### src/rtl/payment_ctrl.sv
// Payment controller for a vending machine: collects coins against a latched price,
// requests a vend, returns change one unit per cycle and reports the transaction result.
module payment_ctrl #(
   parameter int unsigned W       = 8,
   parameter logic [31:0] TIMEOUT = 32'd100_000_000
) (
   input  logic         clk,
   input  logic         rst,
   input  logic         start,
   input  logic [W-1:0] price,
   input  logic         coin_valid,
   input  logic [1:0]   coin_val,
   input  logic         cancel,
   input  logic         vend_ack,
   output logic [W-1:0] paid,
   output logic [W-1:0] change_left,
   output logic         change_pulse,
   output logic         coin_reject,
   output logic         vend_req,
   output logic         finish,
   output logic         success,
   output logic [2:0]   state
);

   typedef enum logic [2:0] {
      StIdle    = 3'b000,
      StCollect = 3'b001,
      StVend    = 3'b010,
      StChange  = 3'b011,
      StDone    = 3'b100
   } state_e;

   state_e       state_q, state_d;
   logic [W-1:0] price_q, price_d;
   logic [W-1:0] paid_q, paid_d;
   logic [W-1:0] change_q, change_d;
   logic [31:0]  timer_q, timer_d;
   logic         vend_req_q, vend_req_d;
   logic         success_q, success_d;

   logic [4:0]   coin_amt;
   logic [W:0]   paid_sum;
   logic [W-1:0] paid_sat;

   // Coin code to face value.
   always_comb begin
      coin_amt = 5'd1;
      case (coin_val)
         2'b00:   coin_amt = 5'd1;
         2'b01:   coin_amt = 5'd5;
         2'b10:   coin_amt = 5'd10;
         default: coin_amt = 5'd20;
      endcase
   end

   // Saturating add of the presented coin to the running total.
   always_comb begin
      paid_sum = {1'b0, paid_q} + {1'b0, W'(coin_amt)};
      paid_sat = paid_sum[W] ? {W{1'b1}} : paid_sum[W-1:0];
   end

   // Next-state and next-value logic for the transaction FSM.
   always_comb begin
      state_d    = state_q;
      price_d    = price_q;
      paid_d     = paid_q;
      change_d   = change_q;
      timer_d    = timer_q;
      vend_req_d = vend_req_q;
      success_d  = success_q;
      case (state_q)
         StIdle: begin
            if (start && (price != '0)) begin
               price_d = price;
               paid_d  = '0;
               timer_d = '0;
               state_d = StCollect;
            end
         end
         StCollect: begin
            if (coin_valid) begin
               paid_d  = paid_sat;
               timer_d = '0;
            end else begin
               timer_d = timer_q + 32'd1;
            end
            // Exit tests use the registered total; a same-cycle coin still lands in paid_d.
            if (cancel) begin
               change_d  = paid_d;
               success_d = 1'b0;
               state_d   = StChange;
            end else if (paid_q >= price_q) begin
               vend_req_d = 1'b1;
               state_d    = StVend;
            end else if (timer_q == (TIMEOUT - 32'd1)) begin
               change_d  = paid_d;
               success_d = 1'b0;
               state_d   = StChange;
            end
         end
         StVend: begin
            if (vend_ack) begin
               change_d   = paid_q - price_q;
               success_d  = 1'b1;
               vend_req_d = 1'b0;
               state_d    = StChange;
            end
         end
         StChange: begin
            if (change_q != '0) begin
               change_d = change_q - W'(1);
            end else begin
               state_d = StDone;
            end
         end
         StDone: begin
            paid_d  = '0;
            state_d = StIdle;
         end
         default: begin
            vend_req_d = 1'b0;
            state_d    = StIdle;
         end
      endcase
   end

   // State and registered outputs; reset abandons any transaction without refund.
   always_ff @(posedge clk or posedge rst) begin
      if (rst) begin
         state_q    <= StIdle;
         price_q    <= '0;
         paid_q     <= '0;
         change_q   <= '0;
         timer_q    <= '0;
         vend_req_q <= 1'b0;
         success_q  <= 1'b0;
      end else begin
         state_q    <= state_d;
         price_q    <= price_d;
         paid_q     <= paid_d;
         change_q   <= change_d;
         timer_q    <= timer_d;
         vend_req_q <= vend_req_d;
         success_q  <= success_d;
      end
   end

   // Pulses decode registered state only (plus the coin strobe), so they change just after edges.
   always_comb begin
      change_pulse = (state_q == StChange) && (change_q != '0);
      coin_reject  = coin_valid && (state_q != StCollect) && !rst;
      finish       = (state_q == StDone);
   end

   assign paid        = paid_q;
   assign change_left = change_q;
   assign vend_req    = vend_req_q;
   assign success     = success_q;
   assign state       = state_q;

endmodule

### config.mk
export PLATFORM = sky130hd
export DESIGN_NAME = payment_ctrl
export DESIGN_NICKNAME = d
export VERILOG_FILES = /design/src/rtl/payment_ctrl.sv
export SDC_FILE = /design/constraint.sdc
export NUM_CORES = 1
export LEC_CHECK = 0
export ABC_AREA = 1
export BUFFER_PORTS_ARGS = -buffer_cell sky130_fd_sc_hd__clkbuf_2
export CAP_MARGIN = 0
export CORE_MARGIN = 5
export CORE_UTILIZATION = 45
export CTS_CLUSTER_SIZE = 20
export DETAILED_ROUTE_END_ITERATION = 12
export GPL_TIMING_DRIVEN = 1
export PLACE_DENSITY = 0.66
export SYNTH_ARGS = -nofsm -noshare
export SYNTH_HDL_FRONTEND = slang
export SYNTH_SLANG_ARGS = --single-unit
### constraint.sdc
create_clock -name clk -period 2.2 [get_ports clk]
set_input_delay 0.22 -clock clk [delete_from_list [all_inputs] [get_ports clk]]
set_output_delay 0.22 -clock clk [all_outputs]
set_load 0.02 [all_outputs]
==> Implementation_results.wiki <==
{| class="wikitable"
! Metric !! Value
|-
| Element type at the critical path end || flop
|-
| Longest individual stage delay on the worst path || 0.40 ns
|-
| Number of top-level pins || 40
|-
| CTS H-tree depth || 3
|-
| Seq cells post-synth || 61
|-
| Number of buffers added on ports || 39
|-
| List of most frequent post-synthesis cells || nand2_1, inv_1, nor2_1
|-
| Critical path's most frequent cell || nand2_1
|-
| Total congestion overflow || 0
|-
| Path type of the worst setup path || flop to flop
|-
| Routed Wire Length || 12150 um
|-
| Fillers || 1018
|-
| Static leakage || 2.620 nW
|-
| Result of the run || finished, final reports clean
|-
| Syn_nets || 730
|-
| Fraction of synthesized cell area taken by the top area cell type || 34.35%
|-
| Synth warnings || 0
|-
| Net count of the finished layout || 783
|-
| Tcrit/Tclk final || 91.40%
|-
| Wire length of the first global-routing pass || 20640 um
|-
| Fin. Hold Viols || 0
|-
| Sequential Power Share || 28.8%
|-
| Placer's final routability congestion estimate || 0.9105
|-
| Vias per Instance || 5.142
|-
| Net switching power || 2.570 mW
|-
| Number of clock sinks || 61
|-
| Via count || 4561
|-
| Clock tree from TritonCTS || yes
|-
| Number of buffers inserted during clock tree synthesis || 9
|-
| Ratio of cells with drive above 1 in the final layout || 12.20%
|-
| Post-detailed-placement half-perimeter wirelength || 9536 um
|-
| Later-pin clock latency in the skew report || 0.34 ns
|-
| Share of power burned in the clock network || 18.5%
|-
| Via count of the first global-routing pass || 4399
|-
| Clock root buffer master || clkbuf_8
|-
| Number of buffers inserted for hold repair after clock tree synthesis || 0
|-
| Final routed DRC violation total || 0
|-
| Final standard cell count with taps included and fillers excluded || 887
|-
| CP Data Required Time || 2.43 ns
|-
| Number of search-and-repair iterations in the first detailed-routing pass || 5
|-
| Area growth from synthesis to layout || 14.13%
|-
| Number of enable flip-flop cells after synthesis || 0
|-
| Unrepaired setup endpoints after global routing || false
|-
| Launching instance or port of the critical path || paid[0]
|-
| Number of instances in the synthesized netlist || 696
|-
| Number of buffers inserted to repair setup after CTS || 0
|-
| Fin. max-slew vios || 0
|-
| Startpoint of the worst register-to-register path || paid[0]
|-
| Most used standard cell by instance count after synthesis || nand2_1
|-
| Maximum capacitance violations || 0
|-
| Library cell occupying the most area in the post-synthesis netlist || dfrtp_1
|-
| Overall die area || 11960 sq um
|-
| Largest net degree at the start of global routing || 62
|-
| FF-to-FF path depth || 12
|-
| Ant. Diodes || 0
|-
| Switching share of total power || 47.73%
|-
| Arrival @ worst endpoint || 2.24 ns
|-
| Peak supply drop || 0.7852 mV
|-
| CORE AREA || 9684 sq um
|-
| Drt first-iter violations || 262
|-
| Transition time of the tightest slew-check pin || 0.8090 ns
|-
| Setup Total Neg Slack || 0 ns
|-
| Final antenna-violating net count || 0
|-
| Post-synthesis cell area || 4444 sq um
|-
| Worst r2r dst || change_left[2]
|-
| Setup Viol. Count Final || 0
|-
| Post-layout total power || 5.385 mW
|-
| R2r setup slk || 0.19 ns
|-
| Top FF cell, synth || dfrtp_1
|-
| Average size of a mapped cell || 6.385 sq um
|-
| Setup Skew || 0.009104 ns
|-
| CP endpoint || change_left[2]
|-
| Clock-pin slew reported for the worst setup and hold paths after clock tree synthesis || 0.07 ns
|-
| Cell with the largest stage delay on the worst path || dfrtp_1
|-
| DIE WIDTH || 109.4 um
|-
| Detail-routed net length per standard cell || 13.69 um
|-
| Number of cells in the design after placement || 871
|-
| Std-Cell Rows || 36
|-
| Shortest clock period the worst path allows after layout || 2.011 ns
|-
| Post-synth ARST share || 100.0%
|-
| Post-synth cell types || 29
|-
| Critical-path cell list || ha_2 -> fa_1 -> nand2_1 -> nand3_1 -> nand3_2 -> nand2_1 -> nand2_2 -> nand2_1 -> nand2_1 -> nand3_1 -> nand2_1 -> nand2_1
|-
| Portion of total power attributed to combinational logic || 52.7%
|-
| Max Fclk || 0.4973 GHz
|-
| Number of antenna violations at the first check in global routing || 0
|-
| Utilization after layout || 52.38%
|-
| Power per Cell Area || 1062 nW/um^2
|-
| Clock Path Buffers || 2
|-
| Worst slew margin relative to its limit || 46.07%
|-
| Max FO, Critical Path || 6
|-
| Sequential-to-total area share from yosys stat || 34.35%
|-
| Type of origin of the critical path || flop
|-
| Overall track demand over capacity in global routing || 21.71%
|-
| Internal power || 2.815 mW
|-
| Class of the worst hold path || primary input to flop
|-
| Y dimension of the die || 109.4 um
|-
| Initial cell density of the core || 45.89%
|-
| Leading post-synthesis cells by cell area || dfrtp_1, nand2_1, inv_1, nand3_1, nor2_1
|}
==> per-stage QoR <==
| step | cell area (sq um) | hold WS [ns] | setup WS (ns) |
|---|---|---|---|
| 2_1_floorplan | 4444 | 0.3706 | 0.1134 |
| 6_report | 5072 | 0.1294 | 0.1891 |
| 3_5_place_dp | 4858 | 0.4748 | 0.04462 |
| 5_1_grt | 5072 | 0.1257 | 0.01169 |
| 4_1_cts | 5050 | 0.1162 | 0.03995 |
| 3_3_place_gp | 4858 | 0.4748 | 0.1348 |
==> logic make-up after synthesis <==
kind of cell | share of synthesized area (%)
AO/OA/AOI/OAI | 9.994
XOR/XNOR | 1.182
adder cells (fa/ha/maj) | 5.405
buffers and inverters | 10.30
flip-flops | 34.35
multiplexers | 0.2534
AND/OR/NAND/NOR | 38.51
==> cell type report <==
type | count | area (sq um) | share of cell area [%]
inverter | 110 | 412.9 | 8.140
tap | 133 | 166.4 | 3.281
sequential | 61 | 1526 | 30.09
timing repair buffer | 52 | 292.8 | 5.772
multi-input combinational | 515 | 2482 | 48.94
clock inverter | 5 | 50.05 | 0.9867
clock buffer | 11 | 141.4 | 2.787
==> worst min path at each step <==
stage | slack [ns] | cells after the start | end | start
6_report | 0.13 | 2 | price_q[0] | price[0]
5_1_grt | 0.13 | 2 | price_q[0] | price[0]
4_1_cts | 0.12 | 2 | price_q[0] | price[0]
3_5_place_dp | 0.47 | 2 | price_q[0] | price[0]
3_3_place_gp | 0.47 | 2 | price_q[0] | price[0]
2_1_floorplan | 0.37 | 1 | price_q[0] | price[0]
==> what timing repair did <==
| action | CTS | global route |
|---|---|---|
| endpoints found under the hold margin | 0 | 0 |
| setup endpoints to repair | 0 | 14 |
| gates resized for setup | 0 | 7 |
==> metal layers <==
metal	up-vias	track usage, %	routed length, um
met5	-	0	0
met4	0	4.541	95
met3	11	3.758	664
met2	101	34.61	5516
met1	2133	30.99	5869
li1	2316	-	-
==> power by group through the flow <==
stage | Combinational (mW) | Clock, mW | Sequential, mW
2_1_floorplan | 1.84 | 0 | 1.67
3_3_place_gp | 2.76 | 0 | 1.57
3_5_place_dp | 2.82 | 0 | 1.57
6_report | 2.84 | 0.996 | 1.55
5_1_grt | 3.23 | 1.08 | 1.59
4_1_cts | 2.83 | 1.02 | 1.55
==> registers in the layout (all words and copies together), names as in the netlist <==
register     flops
state            3
success          1
paid             8
vend_req         1
price_q          8
timer_q         32
change_left      8
==> worst max-delay path: cells and delay by family, from the launching register on <==
| family | cells | cell delay [ns] |
|---|---|---|
| flops | 1 | 0.40 |
| fa+ha+maj | 2 | 0.60 |
| simple gates | 10 | 0.89 |
==> layout by cell type, fill, tap and decap left out <==
master / instances
a21o_1: 1
a21oi_1: 27
and3_1: 1
buf_4: 13
bufinv_16: 1
clkbuf_1: 1
clkbuf_2: 39
clkbuf_8: 10
clkinv_2: 4
dfrtp_1: 61
fa_1: 1
fa_2: 1
ha_1: 15
ha_2: 1
inv_1: 103
inv_2: 7
mux2_2: 1
nand2_1: 220
nand2_2: 5
nand3_1: 62
nand3_2: 3
nand3b_1: 1
nand4_1: 15
nor2_1: 82
nor2_2: 3
nor2_4: 1
nor3_1: 8
nor3_4: 2
nor3b_1: 1
o211ai_1: 1
o21ai_0: 42
o21ai_1: 4
o22ai_1: 9
o31ai_1: 1
or2_2: 1
xor2_1: 6
Note: power is estimated with default switching activity, not from simulation.
